<file path="config.mk">
export PLATFORM = sky130hd
export DESIGN_NAME = spi_aes_host
export DESIGN_NICKNAME = d
export VERILOG_FILES = /design/src/rtl/spi_aes_host.sv
export SDC_FILE = /design/constraint.sdc
export NUM_CORES = 1
export LEC_CHECK = 0
export CAP_MARGIN = 20
export CORE_MARGIN = 10
export CORE_UTILIZATION = 40
export DETAILED_ROUTE_END_ITERATION = 16
export GPL_TIMING_DRIVEN = 0
export PLACE_DENSITY = 0.69
export SKIP_CTS_REPAIR_TIMING = 1
export SYNTH_ARGS = -nofsm -noshare
export SYNTH_HDL_FRONTEND = slang
export SYNTH_SLANG_ARGS = --single-unit
export TNS_END_PERCENT = 30
</file>
<file path="constraint.sdc">
create_clock -name clk -period 1.9 [get_ports clk]
set_input_delay 0.38 -clock clk [delete_from_list [all_inputs] [get_ports clk]]
set_output_delay 0.38 -clock clk [all_outputs]
set_load 0.02 [all_outputs]
</file>
<file path="src/rtl/spi_aes_host.sv">
// rtl/spi_aes_host.sv - host serializer/deserializer for bit-serial AES encrypt/decrypt slaves
//
// Purpose: accepts a 128-bit block, a key and a mode bit over start/busy/done,
// shifts the block then the key LSB-first onto the shared serial line, idles for
// the slave's fixed latency, then captures the 128-bit result LSB-first from the
// selected slave's serial output.
//
// Ports:
//   clk                  system clock, rising edge
//   reset                asynchronous active-low reset
//   start                request pulse, accepted only in IDLE
//   mode                 0 = encrypt slave, 1 = decrypt slave (latched on start)
//   data_in[127:0]       input block
//   key_in[KEY_BITS-1:0] key
//   busy                 high from accepted start until done
//   done                 one-cycle result-valid pulse
//   result[127:0]        captured block, held until overwritten by the next capture
//   in                   serial line to both slaves
//   out_enc / out_dec    serial outputs of the slaves
//   enable_enc/_dec      slave enables
//   chip_enc/_dec        active-low slave selects
//
// Optional feature (macro SPI_AES_HOST_CHECK_EN):
//   expected[127:0]      reference block latched on start
//   mismatch             result != expected, valid from the done cycle, held until next start
//
// LATENCY must be at least 1.

module spi_aes_host #(
  parameter int KEY_BITS = 128,
  parameter int LATENCY  = 20,
  parameter int CNT_W    = 8
) (
  input  logic                clk,
  input  logic                reset,
  input  logic                start,
  input  logic                mode,
  input  logic [127:0]        data_in,
  input  logic [KEY_BITS-1:0] key_in,
`ifdef SPI_AES_HOST_CHECK_EN
  input  logic [127:0]        expected,
  output logic                mismatch,
`endif
  output logic                busy,
  output logic                done,
  output logic [127:0]        result,
  output logic                in,
  input  logic                out_enc,
  input  logic                out_dec,
  output logic                enable_enc,
  output logic                enable_dec,
  output logic                chip_enc,
  output logic                chip_dec
);

  typedef enum logic [2:0] {
    IDLE,
    SEND_DATA,
    SEND_KEY,
    WAIT_LAT,
    RECV,
    DONE_ST
  } state_t;

  localparam logic [CNT_W-1:0] BLK_LAST = CNT_W'(127);
  localparam logic [CNT_W-1:0] KEY_LAST = CNT_W'(KEY_BITS - 1);
  localparam logic [CNT_W-1:0] LAT_LAST = CNT_W'(LATENCY - 1);

  state_t              state, state_n;
  logic [CNT_W-1:0]    cnt, cnt_n;
  logic [127:0]        data_sr;
  logic [KEY_BITS-1:0] key_sr;
  logic                mode_q;
  logic [127:0]        result_q;
  logic                accept;
  logic                active;
  logic                serial_out;

  assign accept     = (state == IDLE) && start;
  assign serial_out = mode_q ? out_dec : out_enc;
  assign result     = result_q;

  // State and counter register.
  always_ff @(posedge clk or negedge reset) begin
    if (!reset) begin
      state <= IDLE;
      cnt   <= '0;
    end else begin
      state <= state_n;
      cnt   <= cnt_n;
    end
  end

  // Next state; the counter restarts from 0 on every state entry.
  always_comb begin
    state_n = state;
    cnt_n   = cnt + 1'b1;
    case (state)
      IDLE: begin
        cnt_n = '0;
        if (start) state_n = SEND_DATA;
      end
      SEND_DATA: begin
        if (cnt == BLK_LAST) begin
          state_n = SEND_KEY;
          cnt_n   = '0;
        end
      end
      SEND_KEY: begin
        if (cnt == KEY_LAST) begin
          state_n = WAIT_LAT;
          cnt_n   = '0;
        end
      end
      WAIT_LAT: begin
        if (cnt == LAT_LAST) begin
          state_n = RECV;
          cnt_n   = '0;
        end
      end
      RECV: begin
        if (cnt == BLK_LAST) begin
          state_n = DONE_ST;
          cnt_n   = '0;
        end
      end
      DONE_ST: begin
        state_n = IDLE;
        cnt_n   = '0;
      end
      default: begin
        state_n = IDLE;
        cnt_n   = '0;
      end
    endcase
  end

  // Outputs decoded from the registered state; the slave select covers the
  // whole transfer from the first data bit to the last capture edge.
  always_comb begin
    busy       = 1'b0;
    done       = 1'b0;
    in         = 1'b0;
    active     = 1'b0;
    enable_enc = 1'b0;
    enable_dec = 1'b0;
    chip_enc   = 1'b1;
    chip_dec   = 1'b1;
    case (state)
      SEND_DATA: begin
        busy   = 1'b1;
        active = 1'b1;
        in     = data_sr[0];
      end
      SEND_KEY: begin
        busy   = 1'b1;
        active = 1'b1;
        in     = key_sr[0];
      end
      WAIT_LAT, RECV: begin
        busy   = 1'b1;
        active = 1'b1;
      end
      DONE_ST: done = 1'b1;
      default: ;
    endcase
    if (active) begin
      if (mode_q) begin
        enable_dec = 1'b1;
        chip_dec   = 1'b0;
      end else begin
        enable_enc = 1'b1;
        chip_enc   = 1'b0;
      end
    end
  end

  // Operand latches and shift registers.
  always_ff @(posedge clk or negedge reset) begin
    if (!reset) begin
      data_sr <= '0;
      key_sr  <= '0;
      mode_q  <= 1'b0;
    end else if (accept) begin
      data_sr <= data_in;
      key_sr  <= key_in;
      mode_q  <= mode;
    end else if (state == SEND_DATA) begin
      data_sr <= {1'b0, data_sr[127:1]};
    end else if (state == SEND_KEY) begin
      key_sr <= {1'b0, key_sr[KEY_BITS-1:1]};
    end
  end

  // Result capture: bit j lands on the j-th rising edge spent in RECV.
  always_ff @(posedge clk or negedge reset) begin
    if (!reset) begin
      result_q <= '0;
    end else if (state == RECV) begin
      result_q[cnt[6:0]] <= serial_out;
    end
  end

`ifdef SPI_AES_HOST_CHECK_EN
  logic [127:0] expected_q;
  logic         mismatch_q;
  logic         mismatch_now;

  assign mismatch_now = (result_q != expected_q);
  assign mismatch     = (state == DONE_ST) ? mismatch_now : mismatch_q;

  always_ff @(posedge clk or negedge reset) begin
    if (!reset) begin
      expected_q <= '0;
      mismatch_q <= 1'b0;
    end else if (accept) begin
      expected_q <= expected;
      mismatch_q <= 1'b0;
    end else if (state == DONE_ST) begin
      mismatch_q <= mismatch_now;
    end
  end
`endif

endmodule

</file>
Word level (Yosys, flattened, before mapping)
Cells that the tools add are included.
- latch bits: 0
- bits in registers: 396
- bits in writable memories: 0
- word-level logic and storage cells: 58
- memories: 0
- input bits: 262
- ROM bits: 0
- output and inout port bits: 135
- mux-type cells: 27
- equality and inequality tests: 13
- bitwise logic cells: 0
- reduce and logical (&&, ||, !) cells: 9
- magnitude comparators: 2
- div/mod/pow operators: 0
- $add $sub $neg: 1
- shift operators: 0
- multiply operators: 0
- operator list (kind ; number):
    128-bit 2-to-1 mux ; 5
    128-bit bitwise mux ; 1
    8-bit 2-to-1 mux ; 2
    8-bit case mux with 2 select lines ; 1
    3-bit 2-to-1 mux ; 5
    3-bit case mux with 5 select lines ; 1
    2-bit != test (second input constant) ; 6
    1-bit 2-to-1 mux ; 10
    8-bit by 1-bit adder with 8-bit output (second input constant) ; 1
    8-bit by 5-bit == test with 1-bit output (second input constant) ; 1
    8-bit by 7-bit == test with 1-bit output (second input constant) ; 1
    7-bit by 8-bit less-than comparator with 1-bit output (second input constant) ; 1
    1-bit demux with 7-bit select ; 1
    7-bit by 1-bit >= comparator with 1-bit output (second input constant) ; 1
    3-bit by 2-bit == test with 1-bit output (second input constant) ; 2
    3-bit == test (second input constant) ; 2
    5-bit AND reduction ; 1
    2-bit nonzero test ; 2
    4-bit OR reduction ; 1
    3-bit by 1-bit == test with 1-bit output (second input constant) ; 1
    3-bit zero test ; 1
    3-bit OR reduction ; 1
    1-bit logical AND ; 2
    1-bit case mux with 2 select lines ; 1
    2-bit AND reduction ; 1

Longest topological paths before layout
- depth after elaboration: 5
- gate-level depth with buffers: 7
- depth with buffers taken out: 5

Worst setup path before layout
Ideal clock, no wire load.
- kind: flip-flop to output port
- start: register state[2]
- end: output port enable_enc
- slack: -260 ps
- cell stages (with the launch flop): 6
- arrival time: 1780 ps
- buffers on the path: 1
- cell sequence: dfrtp_1 > buf_2 > or3b_1 > o21ai_1 > nand2b_1 > nor2b_1
- longest elaborated chain between the ends: 4
- elaborated cells on any way between the ends: 7
- RTL lines (element ; line ; text):
    start: declaration ; 69 ; state_t state, state_n;
    start signal: assignment ; 89 ; state <= state_n;
    3-bit by 1-bit == test with 1-bit output (tied with other cells) ; n/a ;
    4-bit OR reduction (no line) (*) ; n/a ;
    1-bit 2-to-1 mux (*) ; n/a ;
    net busy ; 44 ; output logic busy,
    1-bit 2-to-1 mux (*) ; 167 ; if (active) begin
    end: declaration ; 50 ; output logic enable_enc,
Mark *: on every way through the listed nets, which the timed path passes. The rest lies on a longest branch.

Worst setup path after layout
- start: register state[2]
- end: output port enable_enc
- longest elaborated chain between the ends: 4
- elaborated cells on any way between the ends: 7
- RTL lines (element ; line ; text):
    3-bit by 1-bit == test with 1-bit output (tied with other cells) ; 149 ; case (state)
    4-bit OR reduction (no line) (*) ; n/a ;
    1-bit 2-to-1 mux (*) ; 149 ;
    1-bit 2-to-1 mux (*) ; 167 ;
Every way passes the cells marked *; elsewhere a longest branch is shown, timed or not.

==> flow_summary_export.csv <==
group,metric,value,unit
global_routing,overflow,0,
timing,worst_pin_slew,754,ps
pwr,power,31.7,mW
worst_setup_path,startpoint,"state[2]$_DFFE_PN0P_",
route,routed_wl,58.8,mm
clocking,cts_sinks,396,
timing,slew_headroom,0.497,
synth,ys_ff_latch,396,
worst_setup_path,end_kind,"output port",
timing,whs,-281,ps
worst_setup_path,crit_required,1520,ps
placement,portBuffers,396,
clocking,clk_path_buf_depth,3,
clocking,cts_buffers,44,
timing,clock_skew,24.9,ps
worst_hold_path,min_path_type,"in -> async",
placement,gp_congestion,0.905,
placement,place_area,21900,µm²
die,die_h,227,µm
route,ant_nets,0,
route,dr.pass1.iters,5,
synth,syn_area_per_cell,10.3,µm²
flow_run,max_cap_violations,0,
worst_setup_path,critPathKind,"reg -> out",
pwr,power.leakage,10.4,nW
synth,syn_inst,1653,
global_routing,grt_usage,0.217,
route,routed_via_density,5.45,
timing,worst_slack,-578,ps
global_routing,grt_pass1_vias,14800,
route,drc_errors,0,
timing,fin_crit_sh,1.30,
clocking,cts_htree_levels,2,
global_routing,grt_max_degree,114,
pwr,pwr_density_cell,1280,nW/µm²
die,die_w,227,µm
placement,dpl.hpwl,42.1,mm
worst_setup_path,cp_max_fo,5,
clocking,clockRootBuffer,"clkbuf_16",
die,die_area,51400,µm²
status,violations,"hold timing, setup timing",
worst_setup_path,start_kind,"flop",
synth,netlist_area,17100,µm²
timing,rsz0062_at_grt,"true",
global_routing,grt_pass1_wl,87.1,mm
route,num_vias,14800,
route,wire_per_inst,21.6,µm
die,start_util,0.406,
synth,synth_top_flop_cell,"dfrtp_1",
status,status,"finished, violations left",
synth,synth_nets,1916,
cells_and_area,nets,2406,
clocking,cts_tree,"done",
clocking,insertion_delay,590,ps
timing,setup_viol,329,
timing,tns,-29780,ps
timing,drv_slew,0,
timing,final-hold-violation-count,105,
timing,min_period,2480,ps
die,io_pins,397,
route,drtIter0Drc,1305,
die,core_region_area,42100,µm²
global_routing,antenna_found_initial,6,
cells_and_area,syn2layout_area_growth,44.7,%
timing,timing.fmax,403,MHz
clocking,clk_pin_slew,60,ps
die,row_count,75,
pwr,peakVddDrop,0.756,mV
synth,async_flop_share,1.00,
worst_setup_path,rr_startpoint,"cnt[2]$_DFF_PN0_",
cells_and_area,fin_util,0.587,
cells_and_area,layout-drive-gt1-share,0.133,
synth,ys_seq_area_frac,0.579,
synth,ys_warn_count,0,
worst_setup_path,arrival,2100,ps
cells_and_area,fin_area,24700,µm²
synth,synth_cell_types,42,
synth,synth-edff-count,0,
worst max-delay path, stage by stage (launching register included):
cell and delay (ps):
dfrtp_2 430, buf_6 120, or3b_4 390, o21ai_4 90, nand2b_4 200, nor2b_4 160
buf_6 120
through the flow:
step                      std cells  setup slack [ps]
after detailed placement       2591             -1230
after CTS                      2672             -1260
after floorplan                1653              54.5
after global placement         2588            -16770
final                          2723              -578
after global routing           2722              -642
final timing paths:
path / slack, ps / depth (start not counted) / to
setup / recovery: -580 / 6 / enable_enc
hold / removal: -280 / 1 / key_sr[49]$_DFFE_PN0P_
setup reg to reg: -380 / 6 / result[39]$_DFFE_PN0P_
hold reg to reg: 480 / 2 / data_sr[52]$_DFFE_PN0P_
max in group asynchronous: 340 / 4 / result[13]$_DFFE_PN0P_
min in group clk: 350 / 3 / data_sr[101]$_DFFE_PN0P_
placed cells by master (no fill, tap or decap), drive strengths merged, types with 11 or more instances in the layout:
cell type	n
a21oi	130
a22oi	65
a31oi	129
buf	107
clkbuf	155
clkdlybuf4s50	358
clkinv	11
dfrtp	396
dlymetal6s2s	30
mux2i	190
nand2	323
nor2	27
o21ai	192
cell families after synthesis:
logic type / share of synthesized area
AO/OA/AOI/OAI: 0.173
flip-flops: 0.579
AND/OR/NAND/NOR: 0.0940
multiplexers: 0.113
buffers and inverters: 0.0373
XOR/XNOR: 0.00358
adder cells (fa/ha/maj): 0.000731
synth_stat cells (2+ instances only):
master      n  share of area
xor2_1      3         0.0015
buf_2      42          0.012
nand2_1   323          0.071
and2_1      2        0.00073
a21oi_1   129          0.038
nand3_1     4         0.0012
a31oi_1   129          0.047
buf_1       6         0.0013
xnor2_1     4         0.0020
mux2i_1   190           0.11
nor3b_1     2        0.00088
nor2_1     27         0.0059
a22o_1      2         0.0010
o21ai_0   179          0.052
dfrtp_1   396           0.58
a22oi_1    65          0.029
nor3_1      7         0.0020
nand3b_1    3         0.0013
nand2b_1    8         0.0029
o21ai_1    13         0.0038
buf_4       9         0.0039
clkbuf_1   90          0.020
area by class of cell:
class,count,area [µm²]
Multi-Input combinational cell,1110,6780
Clock buffer,59,1270
Sequential cell,396,9910
Antenna cell,6,15.0
Timing Repair Buffer,446,4720
Buffer,145,1040
Fill cell,3476,17400
Clock inverter,22,333
Tap cell,539,674
sequential cells by signal, summed over array words and instances (netlist names):
signal and flops:
cnt 8, data_sr 128, state 3, result 128, mode_q 1, key_sr 128
report_power, final:
group	total, mW	internal [mW]	leakage, nW	switching, mW
logic	9.80	4.86	5.18	4.94
clock network	9.40	5.79	0.784	3.61
registers	12.5	11.0	4.46	1.51
total	31.7	21.7	10.4	10.1
routing by layer:
layer  vias to the layer above  GRT usage  wire, µm
met3                       116     0.0603      4290
met4                         2     0.0809      1820
li1                       6856          -         -
met5                         -          0        13
met2                       498      0.359     29000
met1                      7361      0.266     23700
No activity file was read; power rests on OpenSTA's default activity.
